**src/rtl/mmio_io_responder_if.sv**
```systemverilog
`default_nettype none
// ============================================================================
//  Module      : mmio_io_responder_if
//  Description : Bus bundle for the memory-mapped IO responder.
//                - CPU side: io_addr / io_dout / io_we in, io_din out
//                  (combinational load data).
//                - Input port: in_data / in_valid in, in_ready out.
//                - Output FIFO stream: out_data / out_valid out, out_ready in.
//                Modport "slave" is the responder's view; "master" is the
//                view of whatever drives the CPU and peripheral sides.
//  Revision    : 1.0 - initial release
// ============================================================================
interface mmio_io_responder_if;
    logic [31:0] io_addr;
    logic [31:0] io_dout;
    logic        io_we;
    logic [31:0] io_din;

    logic [15:0] in_data;
    logic        in_valid;
    logic        in_ready;

    logic [31:0] out_data;
    logic        out_valid;
    logic        out_ready;

    modport master (
        output io_addr, io_dout, io_we, in_data, in_valid, out_ready,
        input  io_din, in_ready, out_data, out_valid
    );

    modport slave (
        input  io_addr, io_dout, io_we, in_data, in_valid, out_ready,
        output io_din, in_ready, out_data, out_valid
    );
endinterface
`default_nettype wire

```
**src/rtl/mmio_io_responder.sv**
```systemverilog
`default_nettype none
// ============================================================================
//  Module      : mmio_io_responder
//  Description : Responder end of the CPU memory-mapped IO bus. Decodes a
//                256-byte window at BASE_ADDR and bridges it to an LED
//                register, a valid/ready input capture port, an output FIFO
//                draining to a valid/ready consumer and a free-running
//                cycle counter.
//  Ports       : clk  - system clock, all state on posedge
//                rst  - synchronous active-low reset
//                bus  - mmio_io_responder_if.slave (CPU bus, input port,
//                       output FIFO stream)
//                led  - LED register, LED_W bits
//                irq  - registered interrupt (only with MMIO_IRQ_EN)
//  Register map (offset = io_addr[7:0], io_addr[1:0] ignored):
//                0x00 LED  0x04 IN_STAT  0x08 IN_DATA  0x0C FIFO_STAT
//                0x10 FIFO_PUSH  0x14 CYCLE  0x18 IRQ_EN (MMIO_IRQ_EN only)
//  Options     : `define MMIO_IRQ_EN adds the irq port and IRQ_EN register.
//  Revision    : 1.0 - initial release
// ============================================================================
module mmio_io_responder #(
    parameter logic [31:0] BASE_ADDR  = 32'hFFFF_FF00,
    parameter int          FIFO_DEPTH = 4,
    parameter int          LED_W      = 16
) (
    input  wire logic             clk,
    input  wire logic             rst,
    mmio_io_responder_if.slave    bus,
    output logic [LED_W-1:0]      led
`ifdef MMIO_IRQ_EN
    ,
    output logic                  irq
`endif
);

    localparam int c_aw = $clog2(FIFO_DEPTH);
    localparam int c_pw = c_aw + 1;

    // Word offsets (io_addr[7:2])
    localparam logic [5:0] c_off_led       = 6'h00;
    localparam logic [5:0] c_off_in_stat   = 6'h01;
    localparam logic [5:0] c_off_in_data   = 6'h02;
    localparam logic [5:0] c_off_fifo_stat = 6'h03;
    localparam logic [5:0] c_off_fifo_push = 6'h04;
    localparam logic [5:0] c_off_cycle     = 6'h05;
`ifdef MMIO_IRQ_EN
    localparam logic [5:0] c_off_irq_en    = 6'h06;
`endif

    // ------------------------------------------------------------------
    // State
    // ------------------------------------------------------------------
    logic [LED_W-1:0] r_led;
    logic             r_flag;
    logic [15:0]      r_in_data;
    logic             r_ovf;
    logic [31:0]      r_cycle;
    logic [c_pw-1:0]  r_wr_ptr;
    logic [c_pw-1:0]  r_rd_ptr;
    logic [31:0]      r_mem [FIFO_DEPTH];

    // ------------------------------------------------------------------
    // Decode
    // ------------------------------------------------------------------
    logic            w_hit;
    logic [5:0]      w_off;
    logic            w_wr;
    logic            w_wr_led;
    logic            w_wr_in_stat;
    logic            w_wr_fifo_stat;
    logic            w_push;
    logic            w_wr_cycle;
    logic            w_unused_addr_lsbs;

    assign w_hit              = (bus.io_addr[31:8] == BASE_ADDR[31:8]);
    assign w_off              = bus.io_addr[7:2];
    assign w_unused_addr_lsbs = ^bus.io_addr[1:0];
    assign w_wr               = bus.io_we & w_hit;
    assign w_wr_led           = w_wr & (w_off == c_off_led);
    assign w_wr_in_stat       = w_wr & (w_off == c_off_in_stat);
    assign w_wr_fifo_stat     = w_wr & (w_off == c_off_fifo_stat);
    assign w_push             = w_wr & (w_off == c_off_fifo_push);
    assign w_wr_cycle         = w_wr & (w_off == c_off_cycle);

    // ------------------------------------------------------------------
    // FIFO status
    // ------------------------------------------------------------------
    logic [c_pw-1:0] w_count;
    logic [7:0]      w_count8;
    logic            w_empty;
    logic            w_full;
    logic            w_pop;
    logic            w_push_ok;
    logic            w_capture;

    // Extra pointer MSB makes the difference unambiguous between full and empty.
    assign w_count   = r_wr_ptr - r_rd_ptr;
    assign w_count8  = 8'(w_count);
    assign w_empty   = (w_count == '0);
    assign w_full    = (w_count == FIFO_DEPTH[c_pw-1:0]);
    assign w_pop     = ~w_empty & bus.out_ready;
    // A push into a full FIFO still fits when the head leaves the same cycle.
    assign w_push_ok = w_push & (~w_full | w_pop);
    assign w_capture = bus.in_valid & ~r_flag;

    assign led           = r_led;
    assign bus.in_ready  = ~r_flag;
    assign bus.out_valid = ~w_empty;
    assign bus.out_data  = w_empty ? 32'h0 : r_mem[r_rd_ptr[c_aw-1:0]];

    // ------------------------------------------------------------------
    // Registers
    // ------------------------------------------------------------------
    always_ff @(posedge clk) begin
        if (!rst) begin
            r_led     <= '0;
            r_flag    <= 1'b0;
            r_in_data <= '0;
            r_ovf     <= 1'b0;
            r_cycle   <= '0;
            r_wr_ptr  <= '0;
            r_rd_ptr  <= '0;
        end else begin
            if (w_wr_led) begin
                r_led <= bus.io_dout[LED_W-1:0];
            end

            // Capture has priority; a clear only matters while flag is set,
            // and then in_ready is low so no capture can coincide.
            if (w_capture) begin
                r_flag    <= 1'b1;
                r_in_data <= bus.in_data;
            end else if (w_wr_in_stat) begin
                r_flag <= 1'b0;
            end

            if (w_push_ok) begin
                r_wr_ptr <= r_wr_ptr + c_pw'(1);
            end
            if (w_pop) begin
                r_rd_ptr <= r_rd_ptr + c_pw'(1);
            end

            if (w_push && !w_push_ok) begin
                r_ovf <= 1'b1;
            end else if (w_wr_fifo_stat && bus.io_dout[2]) begin
                r_ovf <= 1'b0;
            end

            if (w_wr_cycle) begin
                r_cycle <= bus.io_dout;
            end else begin
                r_cycle <= r_cycle + 32'd1;
            end
        end
    end

    // Storage needs no reset: out_data is masked while the FIFO is empty.
    always_ff @(posedge clk) begin
        if (rst && w_push_ok) begin
            r_mem[r_wr_ptr[c_aw-1:0]] <= bus.io_dout;
        end
    end

`ifdef MMIO_IRQ_EN
    logic [1:0] r_irq_en;
    logic       r_irq;
    logic       w_wr_irq_en;

    assign w_wr_irq_en = w_wr & (w_off == c_off_irq_en);
    assign irq         = r_irq;

    always_ff @(posedge clk) begin
        if (!rst) begin
            r_irq_en <= 2'b00;
            r_irq    <= 1'b0;
        end else begin
            if (w_wr_irq_en) begin
                r_irq_en <= bus.io_dout[1:0];
            end
            r_irq <= (r_irq_en[0] & r_flag) | (r_irq_en[1] & w_empty);
        end
    end
`endif

    // ------------------------------------------------------------------
    // Read mux: purely combinational, so a same-cycle write is not visible
    // ------------------------------------------------------------------
    always_comb begin
        bus.io_din = 32'h0;
        if (w_hit) begin
            case (w_off)
                c_off_led:       bus.io_din = 32'(r_led);
                c_off_in_stat:   bus.io_din = {31'h0, r_flag};
                c_off_in_data:   bus.io_din = {16'h0, r_in_data};
                c_off_fifo_stat: bus.io_din = {24'h0, w_count8[3:0], 1'b0,
                                               r_ovf, w_empty, w_full};
                c_off_cycle:     bus.io_din = r_cycle;
`ifdef MMIO_IRQ_EN
                c_off_irq_en:    bus.io_din = {30'h0, r_irq_en};
`endif
                default:         bus.io_din = 32'h0;
            endcase
        end
    end

endmodule
`default_nettype wire

```
**src/flat_wrapper.sv**
```systemverilog
// flat-port wrapper written by rule: the top's interface ports become plain ports
module mmio_io_responder_flat 
#(
    parameter logic [31:0] BASE_ADDR  = 32'hFFFF_FF00,
    parameter int          FIFO_DEPTH = 4,
    parameter int          LED_W      = 16
)
  (clk, rst, led, bus_io_addr, bus_io_dout, bus_io_we, bus_in_data, bus_in_valid, bus_out_ready, bus_io_din, bus_in_ready, bus_out_data, bus_out_valid);
  mmio_io_responder_if bus_i ();
  input  wire logic clk;
  input  wire logic rst;
  output logic [LED_W-1:0] led;
  input wire logic [$bits(bus_i.io_addr)-1:0] bus_io_addr;
  input wire logic [$bits(bus_i.io_dout)-1:0] bus_io_dout;
  input wire logic [$bits(bus_i.io_we)-1:0] bus_io_we;
  input wire logic [$bits(bus_i.in_data)-1:0] bus_in_data;
  input wire logic [$bits(bus_i.in_valid)-1:0] bus_in_valid;
  input wire logic [$bits(bus_i.out_ready)-1:0] bus_out_ready;
  output wire logic [$bits(bus_i.io_din)-1:0] bus_io_din;
  output wire logic [$bits(bus_i.in_ready)-1:0] bus_in_ready;
  output wire logic [$bits(bus_i.out_data)-1:0] bus_out_data;
  output wire logic [$bits(bus_i.out_valid)-1:0] bus_out_valid;
  assign bus_i.io_addr = bus_io_addr;
  assign bus_i.io_dout = bus_io_dout;
  assign bus_i.io_we = bus_io_we;
  assign bus_i.in_data = bus_in_data;
  assign bus_i.in_valid = bus_in_valid;
  assign bus_i.out_ready = bus_out_ready;
  assign bus_io_din = bus_i.io_din;
  assign bus_in_ready = bus_i.in_ready;
  assign bus_out_data = bus_i.out_data;
  assign bus_out_valid = bus_i.out_valid;
  mmio_io_responder #(.BASE_ADDR(BASE_ADDR), .FIFO_DEPTH(FIFO_DEPTH), .LED_W(LED_W)) u_core (.clk(clk), .rst(rst), .bus(bus_i), .led(led));
endmodule
```
**config.mk**
```make
export PLATFORM = sky130hd
export DESIGN_NAME = mmio_io_responder_flat
export DESIGN_NICKNAME = d
export VERILOG_FILES = /design/src/rtl/mmio_io_responder_if.sv /design/src/rtl/mmio_io_responder.sv /design/src/flat_wrapper.sv
export SDC_FILE = /design/constraint.sdc
export NUM_CORES = 1
export LEC_CHECK = 0
export BUFFER_PORTS_ARGS = -buffer_cell sky130_fd_sc_hd__buf_2
export CORE_MARGIN = 4
export CORE_UTILIZATION = 45
export DETAILED_ROUTE_END_ITERATION = 7
export GPL_ROUTABILITY_DRIVEN = 0
export PLACE_DENSITY = 0.74
export SLEW_MARGIN = 0
export SYNTH_ARGS = -nofsm -noshare
export SYNTH_HDL_FRONTEND = slang
export SYNTH_SLANG_ARGS = --single-unit
export TNS_END_PERCENT = 30
```
**constraint.sdc**
```tcl
create_clock -name clk -period 8.3 [get_ports clk]
set_clock_uncertainty 0.05 [all_clocks]
set_input_delay 1.245 -clock clk [delete_from_list [all_inputs] [get_ports clk]]
set_output_delay 1.245 -clock clk [all_outputs]
set_load 0.01 [all_outputs]
```
Word level (Yosys, flattened, before mapping)
Memory sizes are Yosys's and may differ from the RTL's. A register that Yosys moved wholly into a read port is not among the register bits.
Cells that the tools add are included.
{"block": "classes", "n_reduce_logical": 8, "div_mod_pow": 0, "n_bitwise": 13, "mux": 12, "order_cmp": 0, "shifts": 0, "n_mul": 0, "addsub": 4, "n_eq_ne": 7}
{"cell": "one-hot mux 32 bit (5 select lines)", "count": 1}
{"cell": "2-to-1 mux 32 bit", "count": 3}
{"cell": "adder 32 x 1 -> 32 bit, second input constant", "count": 1}
{"cell": "== test 24 bit, second input constant", "count": 1}
{"cell": "== test 6 x 2 -> 1 bit, second input constant", "count": 2}
{"cell": "== test 6 x 3 -> 1 bit, second input constant", "count": 2}
{"cell": "bitwise AND 1 bit", "count": 9}
{"cell": "adder 3 x 1 -> 3 bit, second input constant", "count": 2}
{"cell": "== test 6 x 1 -> 1 bit, second input constant", "count": 1}
{"cell": "zero test 6 bit", "count": 1}
{"cell": "2-to-1 mux 1 bit", "count": 6}
{"cell": "2-to-1 mux 2 bit", "count": 2}
{"cell": "nonzero test 2 bit", "count": 2}
{"cell": "== test 3 bit, second input constant", "count": 1}
{"cell": "logical AND 1 bit", "count": 3}
{"cell": "zero test 3 bit", "count": 1}
{"cell": "NOT 1 bit", "count": 3}
{"cell": "subtractor 3 bit", "count": 1}
{"cell": "zero test 1 bit", "count": 1}
{"cell": "bitwise OR 1 bit", "count": 1}
{"block": "word_totals", "inputBits": 85, "out_inout_bits": 82, "rom_bits": 0, "ff_bits": 72, "latchBits": 0, "memories": 1, "ramBits": 128}
{"name": "u_core.r_mem", "words": 4, "word_bits": 32, "read_ports": 1, "rd_ports_with_merged_regs": 1, "wr": 1, "line": "mmio_io_responder.sv:60", "rtl": "logic [31:0] r_mem [FIFO_DEPTH];"}

Longest topological paths before layout
{"block": "depth", "depth_word": 9, "depth_mapped": 8, "ltp_nobuf": 8}

Worst setup path after synthesis
No wires, ideal clock.
{"block": "synth_timing", "kind": "input-to-reg", "from": "input port bus_io_addr[5]", "to": "memory u_core.r_mem[0][0], enable pin", "setup_slack_ns": 3.964, "path_buffers": 0, "arrival_time_ns": 3.865, "setup_ns": 0.421, "stages": 5, "cell_sequence": "or4b_1 -> nor3_1 -> nand2_1 -> or3_1 -> nor2_1"}
{"block": "synth_between", "elab_chain_cells": 6}
{"element": "start, declared", "line": "flat_wrapper.sv:13", "rtl": "input wire logic [$bits(bus_i.io_addr)-1:0] bus_io_addr;"}
{"element": "== test 6 x 3 -> 1 bit", "line": "mmio_io_responder.sv:82", "rtl": "assign w_push = w_wr & (w_off == c_off_fifo_push);"}
{"element": "bitwise AND 1 bit", "line": "mmio_io_responder.sv:82"}
{"element": "bitwise AND 1 bit", "line": "mmio_io_responder.sv:103", "rtl": "assign w_push_ok = w_push & (~w_full | w_pop);"}
{"element": "logical AND 1 bit", "line": "mmio_io_responder.sv:160", "rtl": "if (rst && w_push_ok) begin"}
{"element": "2-to-1 mux 1 bit", "line": "mmio_io_responder.sv:160"}
{"element": "2-to-1 mux 1 bit (not written as such)", "line": "mmio_io_responder.sv:161", "rtl": "r_mem[r_wr_ptr[c_aw-1:0]] <= bus.io_dout;"}
{"element": "end, declared", "line": "mmio_io_responder.sv:60"}
No other way between the ends.

Worst setup path in the final report
{"block": "layout_timing", "from": "input port bus_io_addr[5]", "to": "output port bus_io_din[14]"}
{"block": "layout_between", "elab_chain_cells": 3, "word_cells_on_any_way": 7}
{"element": "== test 6 x 3 -> 1 bit, or another cell as far along", "line": "mmio_io_responder.sv:192", "rtl": "case (w_off)"}
{"element": "one-hot mux 32 bit (5 select lines) *", "line": "mmio_io_responder.sv:192"}
{"element": "2-to-1 mux 32 bit *", "line": "mmio_io_responder.sv:191", "rtl": "if (w_hit) begin"}
{"element": "end, declared", "line": "flat_wrapper.sv:19", "rtl": "output wire logic [$bits(bus_i.io_din)-1:0] bus_io_din;"}
Mark *: on every way between the ends. The rest lies on a longest branch, timed or not.

==> reports/qor.csv <==
stage;metric;value;unit
cells_and_area;share of cells above drive strength 1;28.2;%
power;leak pwr;3.74;nW
grt;most used routing layer;met2;
clock_network;CTS tree;built;
yosys;Yosys reg bits;202;
yosys;Post-Syn Nets;800;
worst_setup_path;CP endpoint kind;output pin;
detailed_routing;drt wl/cell;19.0;µm
clock_network;post-CTS sizing;0;
clock_network;total setup buffers inserted after CTS;0;
die;die area;21700;µm²
min_path;hold depth;2;
power;total power;2.00;mW
clock_network;cts bufs inserted;21;
detailed_routing;DR vias;6129;
yosys;Async SR Flop Fraction;0;%
grt;met3 Use GR;3.49;%
worst_setup_path;r2r endpoint;u_core.r_mem[2][13];
clock_network;clk sinks;202;
sta;Tcrit/Tclk final;60.6;%
cells_and_area;Layout Utilization;55.2;%
yosys;Synth cell types;43;
detailed_routing;WL final;21700;µm
sta;Final Hold Viols;0;
grt;vias in the first global route;6032;
detailed_routing;DR DRC count;0;
detailed_routing;First-pass DRT Iterations;5;
worst_setup_path;Crit Path Max Fanout;16;
placed_design;pre-CTS setup slack;3.33;ns
min_path;hold endpoint;u_core.r_in_data[15];
grt;global routing usage on met2;31.7;%
clock_network;Hold Buf Count CTS;0;
worst_setup_path;WP buf/inv;2;
grt;GR Util met1;27.9;%
worst_setup_path;R2R depth;8;
sta;Setup TNS Final;0;ns
sta;Min Hold Slack;0.404;ns
worst_setup_path;critical path's top delay family;simple AND/OR/NAND/NOR gates;
worst_setup_path;CP max stage delay;0.87;ns
sta;Relative slew margins;24.4;%
yosys;Mapped Area;8710;µm²
yosys;Avg Cell Area, Syn;12.3;µm²
sta;RSZ-0062 raised after global routing;false;
yosys;sequential-to-total area share from yosys stat;61.1;%
grt;GRT Residual Overflow;0;
die;Rows;50;
grt;GRT Resource Usage Total;19.8;%
min_path;HP Class;reg2reg;
cells_and_area;nets;956;
clock_network;Reg clk slew, reported paths;0.06;ns
detailed_routing;post-route ant nets;0;
yosys;Yosys warning total;0;
worst_setup_path;arrival time at the worst endpoint;3.74;ns
sta;Worst Tran Pin Value;1.13;ns
flow_run;maxcap violations;0;
clock_network;Longest Clk Path Bufs;3;
die;area of the core;18900;µm²
grt;first-pass GRT wire length;33900;µm
grt;initial antenna violation count;2;
worst_setup_path;r2r setup slk;4.85;ns
sta;min Tclk post-route;5.03;ns
worst_setup_path;r2r startpoint;u_core.r_wr_ptr[0];
sta;FMAX;0.199;GHz
clock_network;Clock Latency Late Sink;0.49;ns
die;Initial Util;46.1;%
sta;Setup violations, final;0;
worst_setup_path;Crit-path slowest cell;nor2_1;
worst_setup_path;CP Class;in2out;
placed_design;Placed Instance Area;9800;µm²
sta;Slew Limit Fails;0;
power;Cell Pwr Density;192;nW/µm²
status;status;finished, final reports clean;
min_path;critical hold path startpoint;u_core.r_in_data[15];
sta;Final WS setup;3.27;ns
cells_and_area;fillers;1650;
clock_network;CTS HTree Levels;1;
placed_design;Placed Instances;1100;
clock_network;root buffer cell;clkbuf_16;
yosys;Synth Instances;707;
die;Die X-Extent;147;µm
cells_and_area;P&R area growth vs syn;19.7;%
cells_and_area;final std cell area, no fill;10400;µm²
die;Die Height;147;µm
die;io pins;167;
cells_and_area;fin cells;1139;
grt;pin count of the biggest net entering global routing;62;
placed_design;DPL Wire Length;14600;µm
placed_design;IO buf count;164;
power;Max rail drop VDD;0.144;mV
worst_setup_path;CP cell instances;buf_2 -> nor4_1 -> nand2_1 -> nor2_1 -> a22oi_1 -> a21oi_1 -> buf_2;
worst_setup_path;CP Launch Type;input port;
detailed_routing;Initial DRC Count;435;
detailed_routing;vias per cell;5.38;
worst_setup_path;Critical Path RT;7.01;ns
yosys;Synth Flop Type;edfxtp_1;
yosys;EDFF count, synth;128;
worst_setup_path;most frequent cell on the critical path;buf_2;
per-layer routing:
metal  wire length (µm)  share of wire, %  vias up
li1                   -                 -     2933
met1               9440                44     2947
met2              10300                48      217
met3               1440               6.7       32
met4                481               2.2        0
met5                  0                 0        -
cells in the final DEF, fill, tap and decap left out, drive strengths merged, types with 13 or more instances in the layout:
master	count
nand2	79
edfxtp	128
inv	13
clkbuf	26
nor2	31
dfxtp	74
a21oi	57
nand3	28
a22oi	16
and2	48
mux4	32
xnor2	21
o21ai	38
nand4	18
buf	175
nor3	13
flip-flops by register name (all words and copies together), names as in the netlist, named ones only:
name,flops
u_core.r_mem,128
u_core.r_cycle,32
u_core.led,16
u_core.r_in_data,16
u_core.r_rd_ptr,3
u_core.r_wr_ptr,3
u_core.r_flag,1
u_core.r_ovf,1
power by group:
part           internal, mW  total (mW)  leakage, nW  switching, mW
clock                 0.496       0.864        0.309          0.367
sequential             1.07        1.08         1.75        0.00455
combinational        0.0225      0.0620         1.68         0.0395
how the worst max path moves through the flow:
stage / startpoint / to / depth (start not counted)
finish: bus_io_addr[5] / bus_io_din[14] / 7
global route: bus_io_addr[5] / bus_io_din[14] / 7
CTS: bus_io_addr[5] / bus_io_din[14] / 7
detailed placement: bus_io_addr[5] / bus_io_din[14] / 7
global placement: bus_io_addr[5] / bus_io_din[14] / 7
floorplan: bus_io_addr[5] / u_core.r_mem[0][0] / 5
area by class of cell:
cell class	count	area, µm²	area share (%)
Antenna cell	2	5.00	0.0480
Clock buffer	26	544	5.22
Clock inverter	11	78.8	0.756
Inverter	12	45.0	0.432
Multi-Input combinational cell	451	3200	30.7
Sequential cell	202	5330	51.1
Tap cell	260	325	3.12
Timing Repair Buffer	175	903	8.66
synth_stat cells (3+ instances only):
cell type / number / share of area, %
a211oi_1: 11 / 0.95
a21oi_1: 57 / 3.3
a22oi_1: 16 / 1.4
and2_1: 48 / 3.4
and3_1: 4 / 0.29
and4_1: 4 / 0.40
buf_1: 7 / 0.30
buf_2: 6 / 0.34
clkbuf_1: 28 / 1.2
dfxtp_1: 74 / 17
edfxtp_1: 128 / 44
ha_1: 7 / 1.0
inv_1: 12 / 0.52
mux2i_1: 4 / 0.46
mux4_2: 32 / 8.3
nand2_1: 79 / 3.4
nand3_1: 28 / 1.6
nand4_1: 16 / 1.1
nor2_1: 31 / 1.3
nor3_1: 11 / 0.63
nor4_1: 7 / 0.50
o21ai_0: 38 / 2.2
or3_1: 4 / 0.29
or4_1: 3 / 0.26
xnor2_1: 21 / 2.1
xor2_1: 11 / 1.1
tightest hold or removal path, cell delays in order, from the launching register on:
cell and delay [ns]:
dfxtp_1 0.31, nand2_1 0.05, a21oi_1 0.05
cells by family (layout without fill, tap and decap cells):
kind of cell / Yosys count / in the layout / synth area share, %
and+or+nand+nor: 246 / 246 / 14.6
muxes: 36 / 36 / 8.73
adders and majority gates: 8 / 8 / 1.23
other: 0 / 2 / 0
DFF: 202 / 202 / 61.1
buffers and inverters: 54 / 224 / 2.50
xor gates and xnor gates: 33 / 33 / 3.47
AOI/OAI and AO/OA: 128 / 128 / 8.33
(Power assumes the default switching activity.)
